==> src/rtl/fsk_tone_pkg.sv <==
// Shared constants and bin-bound helper for the multi-tone FSK analyzer.
// Pure elaboration-time content: no latency, no flow control.
package fsk_tone_pkg;

    localparam int MAX_TONES  = 4;
    localparam int EDGE_WIDTH = 16;

    // Half-period window of one tone bin in clocks; all divisions truncate.
    function automatic int bin_bound(input int clock_hz, input int tone_hz,
                                     input int dev_pct, input bit upper);
        int ticks;
        int dev;
        ticks = clock_hz / (2 * tone_hz);
        dev   = (ticks * dev_pct) / 100;
        return upper ? (ticks + dev) : (ticks - dev);
    endfunction

endpackage

==> src/rtl/fsk_tone_analyzer_meter.sv <==
// Synchronizes the tone input and measures clocks between its edges.
// Length strobe 3 clocks after an input change; no backpressure, first edge after reset/enable is a reference only.
module half_period_meter
    import fsk_tone_pkg::*;
#(
    parameter int COUNTER_WIDTH = 32
) (
    input  logic                     clock,
    input  logic                     clear,
    input  logic                     enable,
    input  logic                     sample_data,
    output logic                     len_vld,
    output logic [COUNTER_WIDTH-1:0] len_dat
);

    logic                     sync1_q, sync1_d;
    logic                     sync2_q, sync2_d;
    logic                     prev_q, prev_d;
    logic                     ref_q, ref_d;
    logic [COUNTER_WIDTH-1:0] cnt_q, cnt_d;
    logic                     len_vld_q, len_vld_d;
    logic [COUNTER_WIDTH-1:0] len_dat_q, len_dat_d;
    logic                     edge_det;
    logic [COUNTER_WIDTH-1:0] len_now;

    always_comb begin
        sync1_d   = sample_data;
        sync2_d   = sync1_q;
        prev_d    = sync2_q;
        edge_det  = sync2_q ^ prev_q;
        // Saturating length: a stuck input never wraps back into a valid bin.
        len_now   = (cnt_q == '1) ? cnt_q : cnt_q + COUNTER_WIDTH'(1);
        cnt_d     = edge_det ? '0 : len_now;
        ref_d     = ref_q;
        len_vld_d = 1'b0;
        len_dat_d = len_dat_q;
        if (!enable) begin
            ref_d = 1'b0;
        end else if (edge_det) begin
            ref_d = 1'b1;
            if (ref_q) begin
                len_vld_d = 1'b1;
                len_dat_d = len_now;
            end
        end
    end

    always_ff @(posedge clock or negedge clear) begin
        if (!clear) begin
            sync1_q   <= 1'b0;
            sync2_q   <= 1'b0;
            prev_q    <= 1'b0;
            ref_q     <= 1'b0;
            cnt_q     <= '0;
            len_vld_q <= 1'b0;
            len_dat_q <= '0;
        end else begin
            sync1_q   <= sync1_d;
            sync2_q   <= sync2_d;
            prev_q    <= prev_d;
            ref_q     <= ref_d;
            cnt_q     <= cnt_d;
            len_vld_q <= len_vld_d;
            len_dat_q <= len_dat_d;
        end
    end

    assign len_vld = len_vld_q;
    assign len_dat = len_dat_q;

endmodule

==> src/rtl/fsk_tone_analyzer.sv <==
// Classifies half-periods into tone bins, accumulates per window, latches results and dominant tone.
// Edge-to-classify 4 clocks, result_valid one clock after terminal count; no backpressure, enable=0 freezes the window.
module fsk_tone_analyzer
    import fsk_tone_pkg::*;
#(
    parameter int CLOCK_FREQUENCY   = 50000000,
    parameter int TONE_COUNT        = 2,
    parameter int TONE0_FREQUENCY   = 9000,
    parameter int TONE1_FREQUENCY   = 11000,
    parameter int TONE2_FREQUENCY   = 13000,
    parameter int TONE3_FREQUENCY   = 15000,
    parameter int DEVIATION_PERCENT = 10,
    parameter int WINDOW_TICKS      = 500000,
    parameter int COUNTER_WIDTH     = 32
) (
    input  logic                                 clock,
    input  logic                                 clear,
    input  logic                                 enable,
    input  logic                                 sample_data,
    output logic [MAX_TONES*COUNTER_WIDTH-1:0]   tone_ticks,
    output logic [MAX_TONES*EDGE_WIDTH-1:0]      tone_edges,
    output logic [EDGE_WIDTH-1:0]                reject_count,
    output logic [1:0]                           dominant_tone,
    output logic                                 dominant_valid,
    output logic                                 result_valid
);

    localparam int CW = COUNTER_WIDTH;
    localparam int EW = EDGE_WIDTH;

    localparam logic [CW-1:0] BIN_LO [MAX_TONES] = '{
        CW'(bin_bound(CLOCK_FREQUENCY, TONE0_FREQUENCY, DEVIATION_PERCENT, 1'b0)),
        CW'(bin_bound(CLOCK_FREQUENCY, TONE1_FREQUENCY, DEVIATION_PERCENT, 1'b0)),
        CW'(bin_bound(CLOCK_FREQUENCY, TONE2_FREQUENCY, DEVIATION_PERCENT, 1'b0)),
        CW'(bin_bound(CLOCK_FREQUENCY, TONE3_FREQUENCY, DEVIATION_PERCENT, 1'b0))};
    localparam logic [CW-1:0] BIN_HI [MAX_TONES] = '{
        CW'(bin_bound(CLOCK_FREQUENCY, TONE0_FREQUENCY, DEVIATION_PERCENT, 1'b1)),
        CW'(bin_bound(CLOCK_FREQUENCY, TONE1_FREQUENCY, DEVIATION_PERCENT, 1'b1)),
        CW'(bin_bound(CLOCK_FREQUENCY, TONE2_FREQUENCY, DEVIATION_PERCENT, 1'b1)),
        CW'(bin_bound(CLOCK_FREQUENCY, TONE3_FREQUENCY, DEVIATION_PERCENT, 1'b1))};

    logic          len_vld;
    logic [CW-1:0] len_dat;

    half_period_meter #(.COUNTER_WIDTH(CW)) u_meter (
        .clock       (clock),
        .clear       (clear),
        .enable      (enable),
        .sample_data (sample_data),
        .len_vld     (len_vld),
        .len_dat     (len_dat)
    );

    logic          cls_vld_q, cls_vld_d;
    logic          cls_hit_q, cls_hit_d;
    logic [1:0]    cls_bin_q, cls_bin_d;
    logic [CW-1:0] cls_len_q, cls_len_d;

    logic [CW-1:0] acc_ticks_q [MAX_TONES];
    logic [CW-1:0] acc_ticks_d [MAX_TONES];
    logic [EW-1:0] acc_edges_q [MAX_TONES];
    logic [EW-1:0] acc_edges_d [MAX_TONES];
    logic [EW-1:0] acc_rej_q, acc_rej_d;
    logic [31:0]   win_q, win_d;

    logic [CW-1:0] out_ticks_q [MAX_TONES];
    logic [CW-1:0] out_ticks_d [MAX_TONES];
    logic [EW-1:0] out_edges_q [MAX_TONES];
    logic [EW-1:0] out_edges_d [MAX_TONES];
    logic [EW-1:0] out_rej_q, out_rej_d;
    logic [1:0]    out_dom_q, out_dom_d;
    logic          out_domv_q, out_domv_d;
    logic          rv_q, rv_d;

    logic [CW-1:0] ticks_nx [MAX_TONES];
    logic [EW-1:0] edges_nx [MAX_TONES];
    logic [EW-1:0] rej_nx;
    logic [1:0]    dom_bin;
    logic [EW-1:0] dom_cnt;
    logic          dom_any;
    logic          terminal;

    // Descending scan so the lowest matching bin is the one that sticks.
    always_comb begin
        cls_vld_d = len_vld;
        cls_len_d = len_dat;
        cls_hit_d = 1'b0;
        cls_bin_d = 2'd0;
        for (int i = MAX_TONES - 1; i >= 0; i--) begin
            if (i < TONE_COUNT && len_dat >= BIN_LO[i] && len_dat <= BIN_HI[i]) begin
                cls_hit_d = 1'b1;
                cls_bin_d = 2'(i);
            end
        end
        if (len_dat == '1) cls_hit_d = 1'b0;
    end

    // Accumulators plus the classification retiring this cycle, all saturating.
    always_comb begin
        for (int i = 0; i < MAX_TONES; i++) begin
            ticks_nx[i] = acc_ticks_q[i];
            edges_nx[i] = acc_edges_q[i];
        end
        rej_nx = acc_rej_q;
        if (cls_vld_q) begin
            if (cls_hit_q) begin
                ticks_nx[cls_bin_q] = (cls_len_q > ~acc_ticks_q[cls_bin_q]) ? '1
                                    : acc_ticks_q[cls_bin_q] + cls_len_q;
                edges_nx[cls_bin_q] = (acc_edges_q[cls_bin_q] == '1) ? acc_edges_q[cls_bin_q]
                                    : acc_edges_q[cls_bin_q] + EW'(1);
            end else begin
                rej_nx = (acc_rej_q == '1) ? acc_rej_q : acc_rej_q + EW'(1);
            end
        end
    end

    always_comb begin
        dom_bin = 2'd0;
        dom_cnt = edges_nx[0];
        dom_any = 1'b0;
        for (int i = 0; i < MAX_TONES; i++) begin
            if (edges_nx[i] != '0) dom_any = 1'b1;
        end
        for (int i = 1; i < MAX_TONES; i++) begin
            if (edges_nx[i] > dom_cnt) begin
                dom_cnt = edges_nx[i];
                dom_bin = 2'(i);
            end
        end
    end

    assign terminal = enable && (win_q == 32'(WINDOW_TICKS - 1));

    always_comb begin
        acc_ticks_d = acc_ticks_q;
        acc_edges_d = acc_edges_q;
        acc_rej_d   = acc_rej_q;
        win_d       = win_q;
        out_ticks_d = out_ticks_q;
        out_edges_d = out_edges_q;
        out_rej_d   = out_rej_q;
        out_dom_d   = out_dom_q;
        out_domv_d  = out_domv_q;
        rv_d        = 1'b0;
        if (terminal) begin
            out_ticks_d = ticks_nx;
            out_edges_d = edges_nx;
            out_rej_d   = rej_nx;
            out_dom_d   = dom_bin;
            out_domv_d  = dom_any;
            rv_d        = 1'b1;
            acc_ticks_d = '{default: '0};
            acc_edges_d = '{default: '0};
            acc_rej_d   = '0;
            win_d       = '0;
        end else if (enable) begin
            acc_ticks_d = ticks_nx;
            acc_edges_d = edges_nx;
            acc_rej_d   = rej_nx;
            win_d       = win_q + 32'd1;
        end
    end

    always_ff @(posedge clock or negedge clear) begin
        if (!clear) begin
            cls_vld_q   <= 1'b0;
            cls_hit_q   <= 1'b0;
            cls_bin_q   <= 2'd0;
            cls_len_q   <= '0;
            acc_ticks_q <= '{default: '0};
            acc_edges_q <= '{default: '0};
            acc_rej_q   <= '0;
            win_q       <= '0;
            out_ticks_q <= '{default: '0};
            out_edges_q <= '{default: '0};
            out_rej_q   <= '0;
            out_dom_q   <= 2'd0;
            out_domv_q  <= 1'b0;
            rv_q        <= 1'b0;
        end else begin
            cls_vld_q   <= cls_vld_d;
            cls_hit_q   <= cls_hit_d;
            cls_bin_q   <= cls_bin_d;
            cls_len_q   <= cls_len_d;
            acc_ticks_q <= acc_ticks_d;
            acc_edges_q <= acc_edges_d;
            acc_rej_q   <= acc_rej_d;
            win_q       <= win_d;
            out_ticks_q <= out_ticks_d;
            out_edges_q <= out_edges_d;
            out_rej_q   <= out_rej_d;
            out_dom_q   <= out_dom_d;
            out_domv_q  <= out_domv_d;
            rv_q        <= rv_d;
        end
    end

    for (genvar g = 0; g < MAX_TONES; g++) begin : g_out
        assign tone_ticks[g*CW +: CW] = out_ticks_q[g];
        assign tone_edges[g*EW +: EW] = out_edges_q[g];
    end

    assign reject_count   = out_rej_q;
    assign dominant_tone  = out_dom_q;
    assign dominant_valid = out_domv_q;
    assign result_valid   = rv_q;

endmodule
==> config.mk <==
export PLATFORM = sky130hd
export DESIGN_NAME = fsk_tone_analyzer
export DESIGN_NICKNAME = d
export VERILOG_FILES = /design/src/rtl/fsk_tone_pkg.sv /design/src/rtl/fsk_tone_analyzer_meter.sv /design/src/rtl/fsk_tone_analyzer.sv
export SDC_FILE = /design/constraint.sdc
export NUM_CORES = 1
export LEC_CHECK = 0
export ABC_AREA = 1
export BUFFER_PORTS_ARGS = -buffer_cell sky130_fd_sc_hd__buf_4
export CAP_MARGIN = 10
export CORE_MARGIN = 2
export CORE_UTILIZATION = 50
export DETAILED_ROUTE_END_ITERATION = 7
export PLACE_DENSITY = 0.73
export SYNTH_ARGS = -nofsm -noshare
export SYNTH_HDL_FRONTEND = slang
export SYNTH_SLANG_ARGS = --single-unit
export TNS_END_PERCENT = 100
==> constraint.sdc <==
create_clock -name clock -period 5.04 [get_ports clock]
set_clock_uncertainty 0.2 [all_clocks]
set_input_delay 1.008 -clock clock [delete_from_list [all_inputs] [get_ports clock]]
set_output_delay 1.008 -clock clock [all_outputs]
set_load 0.03 [all_outputs]
==> impl_metrics.tcl, run 1 <==
set metrics [dict create \
    post-route-period-util_pct 79.0 \
    cts.sinks 364 \
    fmax_ghz 0.251 \
    drt_iter0_markers 1393 \
    cts_setup_buffers 0 \
    core_mm2 0.0395 \
    syn-cell-area_mm2 0.0200 \
    critPathBufInv 3 \
    synth_top_flop_cell "dfrtp_1" \
    htreeDepth 2 \
    clk_path_buf_depth 3 \
    final_cells 3165 \
    slew_headroom_pct 31.1 \
    leakage_nw 11.5 \
    crit_required_ns 5.25 \
    synth_edf_count 0 \
    die_w_um 204 \
    root_buffer "clkbuf_16" \
    cts_buffers 42 \
    synth_cells 2512 \
    ant_nets 0 \
    cpPeakStageDelay_ns 0.64 \
    die-area_mm2 0.0415 \
    pin_count 216 \
    grt_usage_pct 26.1 \
    antenna_found_initial 0 \
    hold_buffers 0 \
    yosysMostFrequentCell "nand2_1" \
    synth_seq_area_share_pct 45.6 \
    synth.top_cells.by_area "dfrtp_1 (46%), nand2_1 (13%), o21ai_0 (5.5%), inv_1 (4.8%), buf_4 (3.6%)" \
    ys_ff_latch 364 \
    syn_area_per_cell_um2 7.95 \
    diodes 0 \
    status "finished clean" \
    post_drt_wl_per_cell_um 17.1 \
    arrival_ns 4.19 \
    dp_hpwl_mm 38.7 \
    dp.cells 3088 \
    area_delta_synth_final_pct 12.5 \
    final_layout_size_suffix_gt1_share_pct 11.0 \
    drv_cap 0 \
    final-max-slew-violation-count 0 \
    drcViolationCount 0 \
    overflow 0 \
    rsz0062_at_grt "no" \
    crit_path_end_kind "flop" \
    grt_pass1_vias 16378 \
    via_per_inst 5.39 \
    rows 73 \
    crit_type "flop to flop" \
    cts_tree "built" \
    max-vdd-ir-drop_uv 233 \
    synth_cell_types 55 \
    crit_top_cell "o21ai_0" \
    path_clk_slew_ns 0.06 \
    crit_chain "buf_4 -> o21ai_0 -> inv_1 -> ha_1 -> inv_1 -> fa_1 -> o21ai_1 -> a21oi_1 -> o21ai_1 -> nand2_1 -> nand2_1 -> a21oi_1 -> xor2_1 -> nand3_1 -> o21ai_0 -> o21ai_0" \
    vias 17068 \
    hold_violations 0 \
    fp.dieH_um 204 \
    cp-start-kind "flop" \
    gp_congestion 0.914 \
    port_buffers 119 \
    tns_ns 0 \
    grt_max_degree 99 \
    clk_latency_ns 0.58 \
    dr.pass1.iters 6 \
    final.min_clock_period_ns 3.98 \
    ys.warnings.count 0 \
    setup_viol_count_final 0 \
    postSynth.asyncResetShare_pct 100 \
    slowest_stage "dfrtp_2" \
    critPathMaxFanout 30 \
    grt_pass1_wl_mm 86.5 \
    p_per_area_mw_per_mm2 371 \
    initial_utilization_pct 50.5 \
    reg2reg_slack_ns 1.06 \
    totalWireLength_mm 54.1 \
    post_cts_resized 0 \
    netlist.area_leader.share_pct 45.6 \
    path_delay_family "compound AO/OA/AOI/OAI gates" \
    synth_common_cells "nand2_1 (671), dfrtp_1 (364), inv_1 (256)" \
    hp-class "flop to flop" \
    finalNetCount 2662 \
    synth_top_area_cell "dfrtp_1" \
    worstMarginPinSlew_ns 1.02 \
]
## cells by family after synthesis
family	count (synthesis)	synth area share [%]
AND/OR/NAND/NOR	1087	23.1
buffers and inverters	455	10.9
AO/OA/AOI/OAI	453	12.6
flip-flops	364	45.6
XOR/XNOR	81	3.55
adder cells (fa/ha/maj)	51	3.23
multiplexers	20	1.01
other	1	0.0188
## registers in the layout (all words and copies together) (netlist names), 2 cells and up
name / count
acc_edges_q: 32
acc_rej_q: 16
acc_ticks_q: 64
cls_len_q: 32
dominant_tone: 2
reject_count: 16
tone_edges: 32
tone_ticks: 64
u_meter.cnt_q: 32
u_meter.len_dat: 32
win_q: 32
## placed cells by master, fill, tap and decap left out, types with 10 or more instances in the layout
cell type / count
nand2_1: 671
dfrtp_1: 363
inv_1: 255
o21ai_0: 220
nor2_1: 169
buf_4: 140
conb_1: 96
a21oi_1: 93
nand3_1: 90
xor2_1: 65
o22ai_1: 62
ha_1: 50
clkbuf_16: 43
nand4_1: 38
nor3_1: 32
nor4_1: 32
mux2i_1: 19
xnor2_1: 16
a31oi_1: 16
o21ai_1: 15
or2_2: 15
o21ai_2: 12
nor2_2: 10
## final timing paths
check,startpoint,endpoint,depth (start not counted)
worst max-delay path,cls_bin_q[0],tone_ticks[50],16
worst min-delay path,u_meter.len_vld,cls_vld_q,0
worst max register to register,cls_bin_q[0],tone_ticks[50],16
worst min register to register,u_meter.len_vld,cls_vld_q,0
max in group asynchronous,clear,reject_count[6],2
min in group asynchronous,clear,win_q[3],1
## power breakdown
| group | switching, W | internal (W) |
|---|---|---|
| Clock | 0.00127 | 0.00198 |
| Sequential | 0.000202 | 0.00319 |
| Combinational | 0.00117 | 0.000534 |
| Total | 0.00264 | 0.00570 |
## area by class of cell
type	instances	area [um2]
fillers	3573	17100
flip-flops and latches	364	9110
multi-input cells	1788	9040
repair buffers	146	1170
clock buffers	51	1140
inverters	265	1000
well taps	525	657
clock inverters	26	338
## per-layer routing
metal	up-vias	share of wire (%)	track usage, %
li1	8214	-	-
met3	92	6.4	3.36
met2	631	47	42.6
met5	-	0	0
met1	8131	44	36.1
met4	0	2.7	8.60
## through the flow
step / hold slack [ns] / power (W) / cell area, um2 / worst slack, ns / utilization, %
floorplan: 0.131 / 0.00465 / 20300 / 1.50 / -
global placement: 0.135 / 0.00506 / 21000 / 1.10 / 53.0
detailed placement: 0.140 / 0.00511 / 21000 / 1.06 / 53.0
CTS: 0.148 / 0.00837 / 22400 / 1.05 / 56.8
global route: 0.165 / 0.00874 / 22400 / 0.675 / 56.8
finish: 0.148 / 0.00833 / 22400 / 1.06 / 56.8
Power figures use the tool's default switching activity.
==> inputs of run 2 (changes only) <==
--- a/config.mk
+++ b/config.mk
@@ -11,7 +11,7 @@
 export CORE_MARGIN = 2
 export CORE_UTILIZATION = 50
 export DETAILED_ROUTE_END_ITERATION = 7
-export PLACE_DENSITY = 0.73
+export PLACE_DENSITY = 0.75
 export SYNTH_ARGS = -nofsm -noshare
 export SYNTH_HDL_FRONTEND = slang
 export SYNTH_SLANG_ARGS = --single-unit
==> constraint.sdc (replaced) <==
create_clock -name clock -period 3.4 [get_ports clock]
set_clock_uncertainty 0.2 [all_clocks]
set_input_delay 0.68 -clock clock [delete_from_list [all_inputs] [get_ports clock]]
set_output_delay 0.68 -clock clock [all_outputs]
set_load 0.03 [all_outputs]
==> run 2 against run 1 <==
  * Core utilization is 2.0 points higher
  * Routed wire length is 1.5% lower
  * Die area did not move
  * First-iteration DRC count down 3.3%
  * Via count is 1.9% higher
  * Critical path depth down 3
  * Cell count increased by 2.3%
  * Setup slack lost 1.0 ns
  * Power grew 48%
==> impl_metrics.tcl, run 2 (synthesis results as in run 1) <==
set metrics [dict create \
    post-route-period-util_pct 98.4 \
    crit_top_cell "nand2_1" \
    path_delay_family "simple AND/OR/NAND/NOR gates" \
    critPathBufInv 3 \
    cpPeakStageDelay_ns 0.49 \
    vias 17398 \
    cts_tree "built" \
    worstMarginPinSlew_ns 0.945 \
    layout_commonest_cell "nand2_1" \
    hold_path_depth 1 \
    startpoint "cls_bin_q[0]" \
    tns_ns 0 \
    root_buffer "clkbuf_16" \
    cts_buffers 40 \
    htreeDepth 2 \
    clk_path_buf_depth 3 \
    rows 73 \
    initial_utilization_pct 50.5 \
    via_per_inst 5.37 \
    multi_input_comb_area_mm2 0.00928 \
    drv_cap 0 \
    slew_headroom_pct 36.9 \
    status "finished clean" \
    diodes 0 \
    crit_path_end_kind "flop" \
    hold_violations 0 \
    final_cell_mix "nand2_1 (661), dfrtp_1 (363), inv_1 (253)" \
    critPathMaxFanout 21 \
    finalNetCount 2737 \
    cp.depth 13 \
    min_from "sample_data" \
    post_drt_wl_per_cell_um 16.5 \
    dp_hpwl_mm 38.3 \
    fp.dieH_um 204 \
    crit_type "flop to flop" \
    final_layout_size_suffix_gt1_share_pct 15.6 \
    post-place-ws_ns -0.0478 \
    grt_pass1_vias 17053 \
    die_w_um 204 \
    die-area_mm2 0.0415 \
    rsz0062_at_grt "yes" \
    antenna_found_initial 1 \
    clk_latency_ns 0.57 \
    max-vdd-ir-drop_uv 323 \
    r2r-start "cls_bin_q[0]" \
    final-max-slew-violation-count 0 \
    arrival_ns 3.55 \
    cp-start-kind "flop" \
    grt_usage_pct 25.7 \
    cts.sinks 364 \
    drcViolationCount 0 \
    p_per_area_mw_per_mm2 531 \
    grt_max_degree 91 \
    pin_count 216 \
    hp-class "input port to flop" \
    crit_chain "buf_12 -> nand2_1 -> o21ai_2 -> ha_1 -> nand2_1 -> nor3_1 -> nand4_1 -> nand2_2 -> clkinvlp_4 -> buf_4 -> or2_2 -> mux2i_2 -> o21ai_0" \
    setup_viol_count_final 0 \
    seqCellArea_mm2 0.00911 \
    port_buffers 119 \
    crit_required_ns 3.61 \
    core_mm2 0.0395 \
    ant_nets 0 \
    path_clk_slew_ns 0.06 \
    gp_congestion 0.988 \
    fmax_ghz 0.299 \
    area_delta_synth_final_pct 16.4 \
    worst-r2r-cell-count 13 \
    dr.pass1.iters 6 \
    slowest_stage "dfrtp_2" \
    grt_pass1_wl_mm 85.8 \
    totalWireLength_mm 53.3 \
    leakage_nw 11.8 \
    drt_iter0_markers 1347 \
    fillers 3515 \
    final.min_clock_period_ns 3.35 \
    fin_ws_ns 0.0536 \
    overflow 0 \
]
-- run 2: cell count changes in the layout (fill, tap and decap cells not counted), moves of 7 or more --
cell     delta
ha_1        -7
a21oi_1     -9
o21ai_0    -35
a21oi_2     +9
nand2_2    +10
o21ai_1    +25
buf_4      +70
o21ai_2     +9
nand2_1    -10
-- run 2: final timing paths --
kind | endpoint | slack (ns)
setup reg to reg | tone_ticks[12] | 0.05
hold reg to reg | cls_vld_q | 0.15
max in group asynchronous | tone_ticks[60] | 1.55
min in group asynchronous | win_q[30] | 0.54
hold / removal | u_meter.sync1_q | 0.04
setup / recovery | tone_ticks[12] | 0.05
-- run 2: area by class of cell --
type	count	share of cell area [%]
Multi-Input combinational cell	1788	39.9
Sequential cell	364	39.2
Timing Repair Buffer	223	7.73
Clock buffer	53	5.00
Inverter	265	4.33
Tap cell	525	2.83
Clock inverter	19	0.964
-- run 2: repair_timing --
action	in CTS	in global routing
gates resized for setup	6	95
pin swaps	1	21
setup endpoints to repair	9	129
hold buffers	1	0
buffers inserted	3	5
gates cloned	0	0
endpoints found under the hold margin	80	0
-- run 2: report_power, final --
part           internal [W]  total [W]  switching [W]
clock               0.00272    0.00453        0.00181
combinational      0.000971    0.00279        0.00182
sequential          0.00472    0.00502       0.000295
total               0.00841     0.0123        0.00392
-- run 2: through the flow --
stage / util, % / std cells / total power [W] / area [um2] / hold WS (ns)
2_1_floorplan: - / 2607 / 0.00689 / 20300 / 0.131
3_3_place_gp: 54.4 / 3156 / 0.00763 / 21500 / 0.138
3_5_place_dp: 54.4 / 3156 / 0.00771 / 21500 / 0.137
4_1_cts: 58.1 / 3232 / 0.0123 / 23000 / 0.0156
5_1_grt: 58.7 / 3237 / 0.0130 / 23200 / 0.0155
6_report: 58.7 / 3237 / 0.0123 / 23200 / 0.0414
-- run 2: per-layer routing --
layer  GRT usage [%]  wire (um)  vias to the layer above
met3            4.47       3580                      124
met4            10.1       1860                        2
li1                -          -                     8340
met2            41.8      24800                      631
met1            34.1      23000                     8301
met5               0         13                        -
==> inputs of run 3 (changes only) <==
--- a/config.mk
+++ b/config.mk
@@ -11,7 +11,7 @@
 export CORE_MARGIN = 2
 export CORE_UTILIZATION = 50
 export DETAILED_ROUTE_END_ITERATION = 7
-export PLACE_DENSITY = 0.75
+export PLACE_DENSITY = 0.78
 export SYNTH_ARGS = -nofsm -noshare
 export SYNTH_HDL_FRONTEND = slang
 export SYNTH_SLANG_ARGS = --single-unit
==> run 3 against run 2 <==
  * Sequential power hardly changed
  * Critical endpoint is now acc_ticks_q[118]
  * Routed wire length is 2.0% higher
  * Highest routed layer is now met4
  * Global-route usage grew 0.31 points
  * Cell count rose by 1.1%
  * Critical path depth grew 6
  * First-iteration DRC count is 9.0% higher
  * Register-to-register slack better by 0.04 ns
  * Die area stayed put
==> impl_metrics.tcl, run 3 (synthesis results as in run 1) <==
set metrics [dict create \
    p_per_area_mw_per_mm2 526 \
    initial_utilization_pct 50.5 \
    cts_buffers 40 \
    arrival_ns 3.52 \
    post_drt_wl_per_cell_um 16.6 \
    final_cell_mix "nand2_1 (660), dfrtp_1 (363), inv_1 (252)" \
    max-vdd-ir-drop_uv 378 \
    drt_iter0_markers 1468 \
    pin_count 216 \
    path_clk_slew_ns 0.06 \
    root_buffer "clkbuf_16" \
    layout_commonest_cell "nand2_1" \
    rsz0062_at_grt "yes" \
    setup_viol_count_final 0 \
    cts_tree "built" \
    dpl_cell_area_mm2 0.0218 \
    gp_congestion 0.968 \
    final_layout_size_suffix_gt1_share_pct 17.1 \
    port_buffers 119 \
    dp_hpwl_mm 39.2 \
    fin_ws_ns 0.0980 \
    die-area_mm2 0.0415 \
    antenna_found_initial 0 \
    cpPeakStageDelay_ns 0.50 \
    critPathMaxFanout 7 \
    clk_latency_ns 0.56 \
    ant_nets 0 \
    dr.pass1.iters 5 \
    grt_max_degree 95 \
    grt_pass1_wl_mm 86.4 \
    diodes 0 \
    fp.dieH_um 204 \
    tns_ns 0 \
    crit_path_end_kind "flop" \
    final.min_clock_period_ns 3.30 \
    final-max-slew-violation-count 0 \
    core_mm2 0.0395 \
    post-place-ws_ns -0.0751 \
    crit_required_ns 3.61 \
    leakage_nw 12.1 \
    vias 17526 \
    slew_headroom_pct 44.5 \
    grt_usage_pct 26.0 \
    crit_type "flop to flop" \
    clk_path_buf_depth 3 \
    hold_ws_ns 0.0408 \
    worstMarginPinSlew_ns 0.825 \
    via_per_inst 5.36 \
    drcViolationCount 0 \
    overflow 0 \
    design_area_mm2 0.0237 \
    hp-class "input port to flop" \
    cts.sinks 364 \
    cp-start-kind "flop" \
    finalNetCount 2775 \
    crit_chain "buf_12 -> nand2_2 -> o21ai_2 -> inv_1 -> ha_2 -> inv_2 -> fa_2 -> o21ai_4 -> a21oi_2 -> o21ai_1 -> buf_4 -> nand2_2 -> nand2_4 -> nand3_1 -> nand2_1 -> xnor2_1 -> nand2_1 -> a21boi_2 -> o21ai_1" \
    status "finished clean" \
    die_w_um 204 \
    grt_pass1_vias 16954 \
    totalWireLength_mm 54.4 \
    htreeDepth 2 \
    area_delta_synth_final_pct 18.7 \
    post-route-period-util_pct 97.1 \
    slowest_stage "dfrtp_2" \
    fmax_ghz 0.303 \
    rows 73 \
    hold_violations 0 \
    drv_cap 0 \
]
==> run 3: critical path, delay by kind of cell (launching register included) <==
family                   cells  cell delay (ns)
AO/OA/AOI/OAI                6             0.80
adder cells (fa/ha/maj)      2             0.55
AND/OR/NAND/NOR              6             0.52
buffers and inverters        4             0.43
XOR/XNOR                     1             0.14
flip-flops                   1             0.50
==> run 3: final cells by class <==
class / count / area (um2)
clock inverters: 15 / 224
flip-flops and latches: 364 / 9110
multi-input cells: 1788 / 9360
inverters: 265 / 1000
clock buffers: 54 / 1140
fillers: 3414 / 15900
well taps: 525 / 657
repair buffers: 261 / 2200
==> run 3: worst paths after layout <==
path / depth (start not counted) / slack (ns) / endpoint / start
setup / recovery: 19 / 0.1 / acc_ticks_q[118] / cls_bin_q[0]
hold / removal: 1 / 0.04 / u_meter.sync1_q / sample_data
setup reg to reg: 19 / 0.1 / acc_ticks_q[118] / cls_bin_q[0]
hold reg to reg: 0 / 0.15 / cls_vld_q / u_meter.len_vld
max in group asynchronous: 3 / 1.57 / tone_ticks[56] / clear
min in group asynchronous: 2 / 0.54 / win_q[10] / clear
==> run 3: layer usage <==
| metal | part of all wire [%] | vias up | GRT usage (%) | wire (um) |
|---|---|---|---|---|
| met1 | 43 | 8377 | 35.0 | 23200 |
| met2 | 48 | 614 | 43.3 | 26400 |
| met4 | 2.8 | 0 | 8.99 | 1510 |
| met3 | 6.1 | 104 | 3.36 | 3330 |
| li1 | - | 8431 | - | - |
| met5 | 0 | - | 0 | 0 |
==> run 3: what timing repair did <==
action,CTS,global route
gates resized for setup,6,118
gates cloned,0,3
hold buffers,1,0
setup buffers,0,11
setup endpoints to repair,21,97
pin swaps,1,34
endpoints found under the hold margin,79,0
==> run 3: metrics by stage <==
step                power (W)  instances  util (%)
CTS                    0.0124       3258      58.7
detailed placement    0.00781       3188      55.2
global route           0.0131       3272      59.9
global placement      0.00774       3188      55.2
floorplan             0.00689       2607         -
finish                 0.0125       3272      59.9
==> run 3: report_power, final <==
| group | leakage (nW) | switching [W] | internal [W] |
|---|---|---|---|
| Clock | 0.661 | 0.00178 | 0.00275 |
| Combinational | 6.72 | 0.00184 | 0.00106 |
| Sequential | 4.70 | 0.000293 | 0.00472 |
| Total | 12.1 | 0.00392 | 0.00853 |
